--- src/rtl/counter_pkg.sv ---
// Shared counter definitions used by the up/down counters and the display path.
package counter_pkg;

    localparam int unsigned COUNTER_WIDTH = 8;

    typedef logic [COUNTER_WIDTH-1:0] count_t;

    // Action taken by the counter on the next active edge.
    typedef enum logic [2:0] {
        OP_IDLE,
        OP_LOAD,
        OP_DEC,
        OP_RELOAD,
        OP_PARK
    } op_t;

    // Resolve the per-edge action; load outranks enable, and a zero count
    // either reloads or parks depending on auto_reload.
    function automatic op_t select_op(
        input logic load,
        input logic enable,
        input logic is_zero,
        input logic auto_reload
    );
        op_t op;
        if (load)
            op = OP_LOAD;
        else if (!enable)
            op = OP_IDLE;
        else if (!is_zero)
            op = OP_DEC;
        else if (auto_reload)
            op = OP_RELOAD;
        else
            op = OP_PARK;
        return op;
    endfunction

endpackage

--- src/rtl/t_flip_flop_rn.sv ---
// T flip-flop with asynchronous active-low clear.
module t_flip_flop_rn (
    input  logic clock,
    input  logic resetn,
    input  logic t,
    output logic q
);

    // Toggle on a rising edge when t is high; clear immediately on reset.
    always_ff @(posedge clock or negedge resetn) begin
        if (!resetn)
            q <= 1'b0;
        else if (t)
            q <= ~q;
    end

endmodule

--- src/rtl/down_counter8.sv ---
// Loadable down counter with terminal-count pulse and optional auto-reload,
// built from T flip-flops so every update is expressed as a toggle mask.
module down_counter8
    import counter_pkg::*;
#(
    parameter int unsigned WIDTH = COUNTER_WIDTH
) (
    input  logic             clock,
    input  logic             resetn,
    input  logic             enable,
    input  logic             load,
    input  logic [WIDTH-1:0] load_value,
    input  logic             auto_reload,
    output logic [WIDTH-1:0] count,
    output logic             zero,
    output logic             done
);

    logic [WIDTH-1:0] reload_reg;
    logic [WIDTH-1:0] toggle;
    logic [WIDTH-1:0] borrow;
    logic             done_next;
    op_t              op;

    assign zero = (count == '0);
    assign op   = select_op(load, enable, zero, auto_reload);

    // Borrow chain: bit i flips on a decrement when every lower bit is 0.
    always_comb begin
        borrow    = '0;
        borrow[0] = 1'b1;
        for (int unsigned i = 1; i < WIDTH; i++)
            borrow[i] = borrow[i-1] & ~count[i-1];
    end

    // Toggle mask per action; load and reload flip exactly the differing bits.
    always_comb begin
        toggle    = '0;
        done_next = 1'b0;
        unique case (op)
            OP_LOAD:   toggle = count ^ load_value;
            OP_DEC: begin
                toggle    = borrow;
                done_next = (count == WIDTH'(1));
            end
            OP_RELOAD: toggle = count ^ reload_reg;
            OP_PARK:   toggle = '0;
            OP_IDLE:   toggle = '0;
            default:   toggle = '0;
        endcase
    end

    for (genvar g = 0; g < WIDTH; g++) begin : g_bit
        t_flip_flop_rn u_tff (
            .clock  (clock),
            .resetn (resetn),
            .t      (toggle[g]),
            .q      (count[g])
        );
    end

    // Capture the reload value on every load.
    always_ff @(posedge clock or negedge resetn) begin
        if (!resetn)
            reload_reg <= '0;
        else if (op == OP_LOAD)
            reload_reg <= load_value;
    end

    // One-cycle pulse on the 1 -> 0 decrement only.
    always_ff @(posedge clock or negedge resetn) begin
        if (!resetn)
            done <= 1'b0;
        else
            done <= done_next;
    end

endmodule

--- config.mk ---
export PLATFORM = sky130hd
export DESIGN_NAME = down_counter8
export DESIGN_NICKNAME = d
export VERILOG_FILES = /design/src/rtl/counter_pkg.sv /design/src/rtl/t_flip_flop_rn.sv /design/src/rtl/down_counter8.sv
export SDC_FILE = /design/constraint.sdc
export NUM_CORES = 1
export LEC_CHECK = 0
export CAP_MARGIN = 5
export CELL_PAD_IN_SITES_DETAIL_PLACEMENT = 0
export CELL_PAD_IN_SITES_GLOBAL_PLACEMENT = 1
export CORE_MARGIN = 5
export CORE_UTILIZATION = 36
export CTS_CLUSTER_DIAMETER = 200
export DETAILED_ROUTE_END_ITERATION = 7
export GPL_ROUTABILITY_DRIVEN = 0
export HOLD_SLACK_MARGIN = 0.05
export PLACE_DENSITY_LB_ADDON = 0.1
export RECOVER_POWER = 100
export SLEW_MARGIN = 0
export SYNTH_ARGS = -nofsm -noshare
export SYNTH_HDL_FRONTEND = slang
export SYNTH_SLANG_ARGS = --single-unit
--- constraint.sdc ---
create_clock -name clock -period 1.9 [get_ports clock]
set_input_delay 0.19 -clock clock [delete_from_list [all_inputs] [get_ports clock]]
set_output_delay 0.19 -clock clock [all_outputs]
set_load 0.02 [all_outputs]
==> summary.md, run 1 <==
| Metric | Value |
|---|---|
| Crit path largest cell delay | 0.70 ns |
| Post-synthesis cell type count | 35 |
| GRT Resource Usage Total | 12.8% |
| Vias in the first global route | 744 |
| Mapped Area | 922 um2 |
| Setup TNS | 0 ns |
| Fmax | 0.555 GHz |
| Slew margin rel. | 37.0% |
| Syn Inst Count | 90 |
| Synth Area in Simple Gates | 16.3% |
| Cell Rows | 18 |
| TritonCTS clock tree | built |
| Fin crit period | 1.80 ns |
| CP Capture Type | output port |
| Via Count | 757 |
| Post-synth ARST share | 100% |
| Crit-path cells | clkbuf_1, dlygate4sd3_1 |
| Layout area overhead | 29.9% |
| Final Skew | 0.00908 ns |
| HPWL Detailed | 1530 um |
| Reg clk slew, reported paths | 0.11 ns |
| Sink Count | 17 |
| Most common cell in the netlist | dfrtp_1 |
| Die Wd | 60.6 um |
| Global-route wire length before repair | 3440 um |
| Worst min-delay path class | input port to register |
| Worst Tran Pin Value | 0.945 ns |
| R2r startpoint | g_bit[2].u_tff.q |
| I/O pin count | 23 |
| Lkg Pwr | 0.480 nW |
| Critical path type | register to output port |
| Synth top area cells | dfrtp_1, mux2_2, buf_4, a21oi_1, nand2_1 |
| Max Root-Sink Buffers | 2 |
| Largest family of logic cells by synthesized area | compound AO/OA/AOI/OAI gates |
| Synthesized Nets | 103 |
| Grt ovf | 0 |
| Arrival time of the worst setup path | 1.61 ns |
| Routed Antenna Nets | 0 |
| Mux contribution to synthesized area | 8.55% |
| Pwr Density | 690 nW/um2 |
| R2R Path End | g_bit[4].u_tff.q |
| Status | complete, no violations |
| Critical path peak fanout | 4 |
| DR vias/cell | 5.22 |
| Detailed Route Iter0 Violations | 17 |
| RSZ-0062 raised after global routing | no |
| Largest net degree at the start of global routing | 20 |
| Post-synth EDFFs | 0 |
| Min-Delay Startpoint | load_value[7] |
| Post-layout net count | 129 |
| Root Driver | clkbuf_4 |
| Final slew viol count | 0 |
| Total CTS buffers | 3 |
| Worst Hold End | g_bit[7].u_tff.q |
| Synth top cells by count | dfrtp_1, buf_4, mux2_2, a21oi_1, nand2_1 |
| Hold Path Depth | 3 |
| Type of origin of the critical path | register |
| Compound-Gate Fraction of Synth Area | 18.3% |
| Crit path max-delay family | buffers and inverters |
| Routed len/inst | 14.3 um |
| Sequential fraction of the synthesis area | 46.1% |
| Synth Area in XOR/XNOR | 0% |
| Syn. warnings | 0 |
| Diodes inserted | 0 |
| Drt total wl | 2070 um |
| Post-synth top area share | 46.1% |
| CP max stage cell | dlygate4sd3_1 |
| Worst vdd ir | 0.662 mV |
| H-tree depth | 1 |
| #FFs+latches synth | 17 |
| Drt pass-1 iters | 4 |
| Drc violations | 0 |
| Final period util | 94.8% |
| Post-synth top area cell | dfrtp_1 |
| Worst path buffer plus inverter count | 2 |
| Die H | 60.6 um |
| R2r setup slk | 0.11 ns |
| Layout cell share with drive strength beyond 1 | 20.9% |
| Fin. Hold Viols | 0 |
| Cts hold-fix bufs | 0 |
| Tot Pwr | 826 uW |
| Initial core utilization | 37.6% |
| Synth Area in Adders | 0% |
| Antenna violations before repair | 0 |
| Die area | 3670 um2 |
| Critical Path RT | 1.71 ns |
| Avg Cell Area, Syn | 10.2 um2 |
| Top FF cell, synth | dfrtp_1 |
| Clk_lat worst skew | 0.30 ns |
| Max-cap violations | 0 |
| Core area | 2450 um2 |
| Final setup viols | 0 |
| Worst-case reg-to-reg path depth | 5 |
| IO Port Bufs | 22 |
layer usage:
layer,wire length [um],GRT usage (%),vias up
met4,13,2.79,0
met3,143,4.47,2
met1,1030,17.6,351
met5,0,0,-
li1,-,-,380
met2,880,19.5,24
layout make-up:
class	count	area (um2)
Tap cell	30	37.5
Multi-Input combinational cell	56	399
Sequential cell	17	425
Fill cell	257	1260
Inverter	5	18.8
Clock buffer	3	22.5
Clock inverter	1	7.51
Timing Repair Buffer	33	287
worst max path at each step:
stage | from | end | slack [ns] | cells after the start
finish | g_bit[2].u_tff.q | count[2] | 0.1 | 2
detailed placement | g_bit[6].u_tff.q | zero | 0.03 | 4
CTS | g_bit[6].u_tff.q | zero | 0.02 | 4
global placement | g_bit[6].u_tff.q | zero | 0.06 | 4
global route | g_bit[6].u_tff.q | zero | 0.01 | 4
floorplan | g_bit[6].u_tff.q | zero | 0.34 | 3
power by group:
group / internal, mW / switching [mW]
clock network: 0.0802 / 0.124
registers: 0.395 / 0.0296
logic: 0.100 / 0.0969
total: 0.576 / 0.251
cells by family after synthesis:
kind of cell / count (synthesis)
DFF: 17
buffers and inverters: 17
and+or+nand+nor: 25
AOI/OAI and AO/OA: 24
muxes: 7
metrics by stage:
step | worst slack (ns) | std cells | area (um2) | util (%) | hold WS (ns)
6_report | 0.0995 | 145 | 1200 | 48.8 | 0.471
5_1_grt | 0.0110 | 145 | 1200 | 48.8 | 0.487
4_1_cts | 0.0203 | 145 | 1220 | 49.7 | 0.216
3_5_place_dp | 0.0342 | 141 | 1180 | 48.2 | 0.488
3_3_place_gp | 0.0622 | 141 | 1180 | 48.2 | 0.484
2_1_floorplan | 0.341 | 90 | 922 | - | -0.106
cell usage in the layout, fill, tap and decap left out, drive strengths merged, types with 2 or more instances in the layout:
master and n:
a21oi 6, inv 5, clkdlybuf4s50 10, dlygate4sd3 11, nand3 2, dfrtp 17, buf 8, a211oi 2
mux2 7, nor2 5, a31oi 3, nor3 3, o21ai 4, a311oi 2, nand2 6, o22a 2
clkbuf 7
worst min-delay path, cell delays in order:
cell	delay, ns
clkdlybuf4s50_1	0.41
nor2_1	0.09
nor3_1	0.05
what timing repair did:
action / CTS / global route
gates resized for setup: 2 / 3
setup buffers: 0 / 0
setup endpoints to repair: 1 / 1
gates cloned: 0 / 0
No activity file was read; power rests on OpenSTA's default activity.
==> run 2, diff against run 1 <==
--- a/config.mk
+++ b/config.mk
@@ -9,7 +9,7 @@
 export CELL_PAD_IN_SITES_DETAIL_PLACEMENT = 0
 export CELL_PAD_IN_SITES_GLOBAL_PLACEMENT = 1
 export CORE_MARGIN = 5
-export CORE_UTILIZATION = 36
+export CORE_UTILIZATION = 33
 export CTS_CLUSTER_DIAMETER = 200
 export DETAILED_ROUTE_END_ITERATION = 7
 export GPL_ROUTABILITY_DRIVEN = 0
==> constraint.sdc (replaced) <==
create_clock -name clock -period 1.62 [get_ports clock]
set_input_delay 0.162 -clock clock [delete_from_list [all_inputs] [get_ports clock]]
set_output_delay 0.162 -clock clock [all_outputs]
set_load 0.02 [all_outputs]
==> run 2 against run 1 <==
  * Critical path depth grew 3
  * Power grew 19%
  * Final area grew 5.6%
  * Highest routed layer unchanged
  * Global-route usage shrank 1.2 points
  * Clock skew shrank 0.0053 ns
  * Register-to-register slack lost 0.06 ns
  * Final cell count grew 4.8%
  * Clock power grew 14%
  * Flip-flop and latch count is the same
  * Combinational power grew 32%
  * Die area grew 7.6%
  * Largest power group unchanged
  * Sequential share of layout area shrank 1.7 points
==> summary.md, run 2 (synthesized netlist as in run 1, its figures left out) <==
| Metric | Value |
|---|---|
| R2R Path End | g_bit[2].u_tff.q |
| Routed Antenna Nets | 0 (unchanged) |
| Cell Rows | 19 (+1) |
| Reg clk slew, reported paths | 0.10 ns (about the same) |
| Fin. Hold Viols | 0 (unchanged) |
| GRT Resource Usage Total | 11.7% (-1.2 points) |
| Drt pass-1 iters | 4 (unchanged) |
| Max-cap violations | 0 (unchanged) |
| Final setup margin | 0.0286 ns (-0.0709 ns) |
| Clk_lat worst skew | 0.29 ns (about the same) |
| H-tree depth | 1 (unchanged) |
| Detailed Route Iter0 Violations | 25 (+8) |
| Drc violations | 0 (unchanged) |
| Grt met3 use | 2.52% (-2.0 points) |
| GR Util met1 | 15.3% (-2.3 points) |
| Commonest cells after routing, fill and taps aside | buf_4, dfrtp_1, clkdlybuf4s50_1, mux2_2, clkbuf_1 |
| Grt ovf | 0 (unchanged) |
| Final setup viols | 0 (unchanged) |
| Worst-case reg-to-reg path depth | 4 (-1) |
| Worst min-delay path class | input port to register |
| Status | complete, no violations |
| Antenna violations before repair | 0 (unchanged) |
| TritonCTS clock tree | built |
| DR vias/cell | 5.13 (-1.8%) |
| Root Driver | clkbuf_4 |
| Slew margin rel. | 33.2% (-3.8 points) |
| Global-route wire length before repair | 3770 um (+9.6%) |
| Critical path type | register to output port |
| Final Skew | 0.00379 ns (-0.00529 ns) |
| Initial core utilization | 34.0% (-3.5 points) |
| Max Root-Sink Buffers | 2 (unchanged) |
| Drt total wl | 2240 um (+8.2%) |
| RSZ-0062 raised after global routing | yes |
| Type of origin of the critical path | register |
| Fmax | 0.628 GHz |
| CP Capture Type | output port |
| Final period util | 98.2% |
| Commonest non-fill, non-tap cell in the layout | buf_4 |
| Routed len/inst | 14.7 um (+3.2%) |
| Fin crit period | 1.59 ns |
| GRT busiest layer | met2 |
| Post-layout net count | 135 (+4.7%) |
| Worst Tran Pin Value | 1.00 ns (+0.0569 ns) |
| Largest net degree at the start of global routing | 20 (unchanged) |
| Final slew viol count | 0 (unchanged) |
| Core area | 2710 um2 (+10%) |
| Pre-CTS setup slack | -0.173 ns (-0.207 ns) |
| Die Wd | 62.9 um (+3.7%) |
| Diodes inserted | 0 (unchanged) |
| Die area | 3950 um2 (+7.6%) |
| IO Port Bufs | 22 (unchanged) |
| Layout cell share with drive strength beyond 1 | 33.9% (+13 points) |
| R2r setup slk | 0.05 ns (-0.06 ns) |
| Die H | 62.9 um (+3.7%) |
| R2r startpoint | g_bit[0].u_tff.q |
| Cts hold-fix bufs | 0 (unchanged) |
| Via Count | 779 (+2.9%) |
| Sink Count | 17 (unchanged) |
| Final core utilization | 46.7% (-2.1 points) |
| Setup crit start | g_bit[6].u_tff.q |
| Arrival time of the worst setup path | 1.43 ns (-0.18 ns) |
| End of the critical path | zero |
| Pwr Density | 780 nW/um2 (+13%) |
| Worst vdd ir | 0.499 mV (-25%) |
| Critical Path RT | 1.46 ns (-0.25 ns) |
| Setup TNS | 0 ns (unchanged) |
| Layout area overhead | 37.2% |
| Vias in the first global route | 816 (+9.7%) |
| Critical path peak fanout | 2 (-2) |
| Lkg Pwr | 0.524 nW (+9.1%) |
| HPWL Detailed | 1620 um (+5.6%) |
| I/O pin count | 23 (unchanged) |
| M2 GR Usage | 18.3% (-1.2 points) |
| Total CTS buffers | 3 (unchanged) |
[run 2: cell types whose count changed in the layout (fill, tap and decap cells not counted), sizes merged]
| cell | change |
|---|---|
| buf | +8 |
| dlygate4sd3 | -8 |
| clkdlybuf4s50 | +4 |
| clkbuf | +3 |
| clkinvlp | -1 |
[run 2: where the power goes]
| group | total, mW | internal, mW | switching, mW |
|---|---|---|---|
| clock network | 0.232 | 0.0955 | 0.136 |
| registers | 0.494 | 0.465 | 0.0294 |
| logic | 0.260 | 0.130 | 0.130 |
| total | 0.986 | 0.690 | 0.296 |
[run 2: worst max-delay path: stages, from the launching register on]
cell,delay [ns]
dfrtp_1,0.40
nor4_2,0.27
buf_4,0.17
nand2_4,0.05
nor3_2,0.10
buf_4,0.16
[run 2: timing repair]
action | CTS | global route
resized for setup | 10 | 13
endpoints found under the hold margin | 0 | 0
pin swaps | 2 | 5
setup endpoints to repair | 1 | 9
setup buffers | 1 | 0
[run 2: worst min-delay path by stage]
| stage | from | endpoint | slack [ns] | cells after the start |
|---|---|---|---|---|
| 2_1_floorplan | resetn | done | -0.13 | 0 |
| 3_3_place_gp | reload_reg[1] | reload_reg[1] | 0.49 | 1 |
| 3_5_place_dp | reload_reg[1] | reload_reg[1] | 0.49 | 1 |
| 4_1_cts | resetn | done | 0.20 | 2 |
| 5_1_grt | load_value[1] | g_bit[1].u_tff.q | 0.45 | 2 |
| 6_report | load_value[5] | reload_reg[5] | 0.45 | 3 |
[run 2: area by class of cell]
| type | instances | area, um2 |
|---|---|---|
| multi-input combinational | 56 | 439 |
| sequential | 17 | 428 |
| tap | 31 | 38.8 |
| fill | 283 | 1450 |
| timing repair buffer | 39 | 314 |
| clock buffer | 4 | 26.3 |
| inverter | 5 | 18.8 |
[run 2: through the flow]
stage          hold slack [ns]  area [um2]  power [mW]  instances
2_1_floorplan           -0.134         922       0.644         90
3_3_place_gp             0.485        1230       0.764        148
3_5_place_dp             0.489        1230       0.766        148
4_1_cts                  0.204        1270        1.00        153
5_1_grt                  0.451        1260        1.04        152
6_report                 0.453        1260       0.986        152
[run 2: per-layer routing]
metal	wire [um]	vias up
met2	1080	14
met4	18	0
met3	93	2
met5	0	-
li1	-	384
met1	1050	379
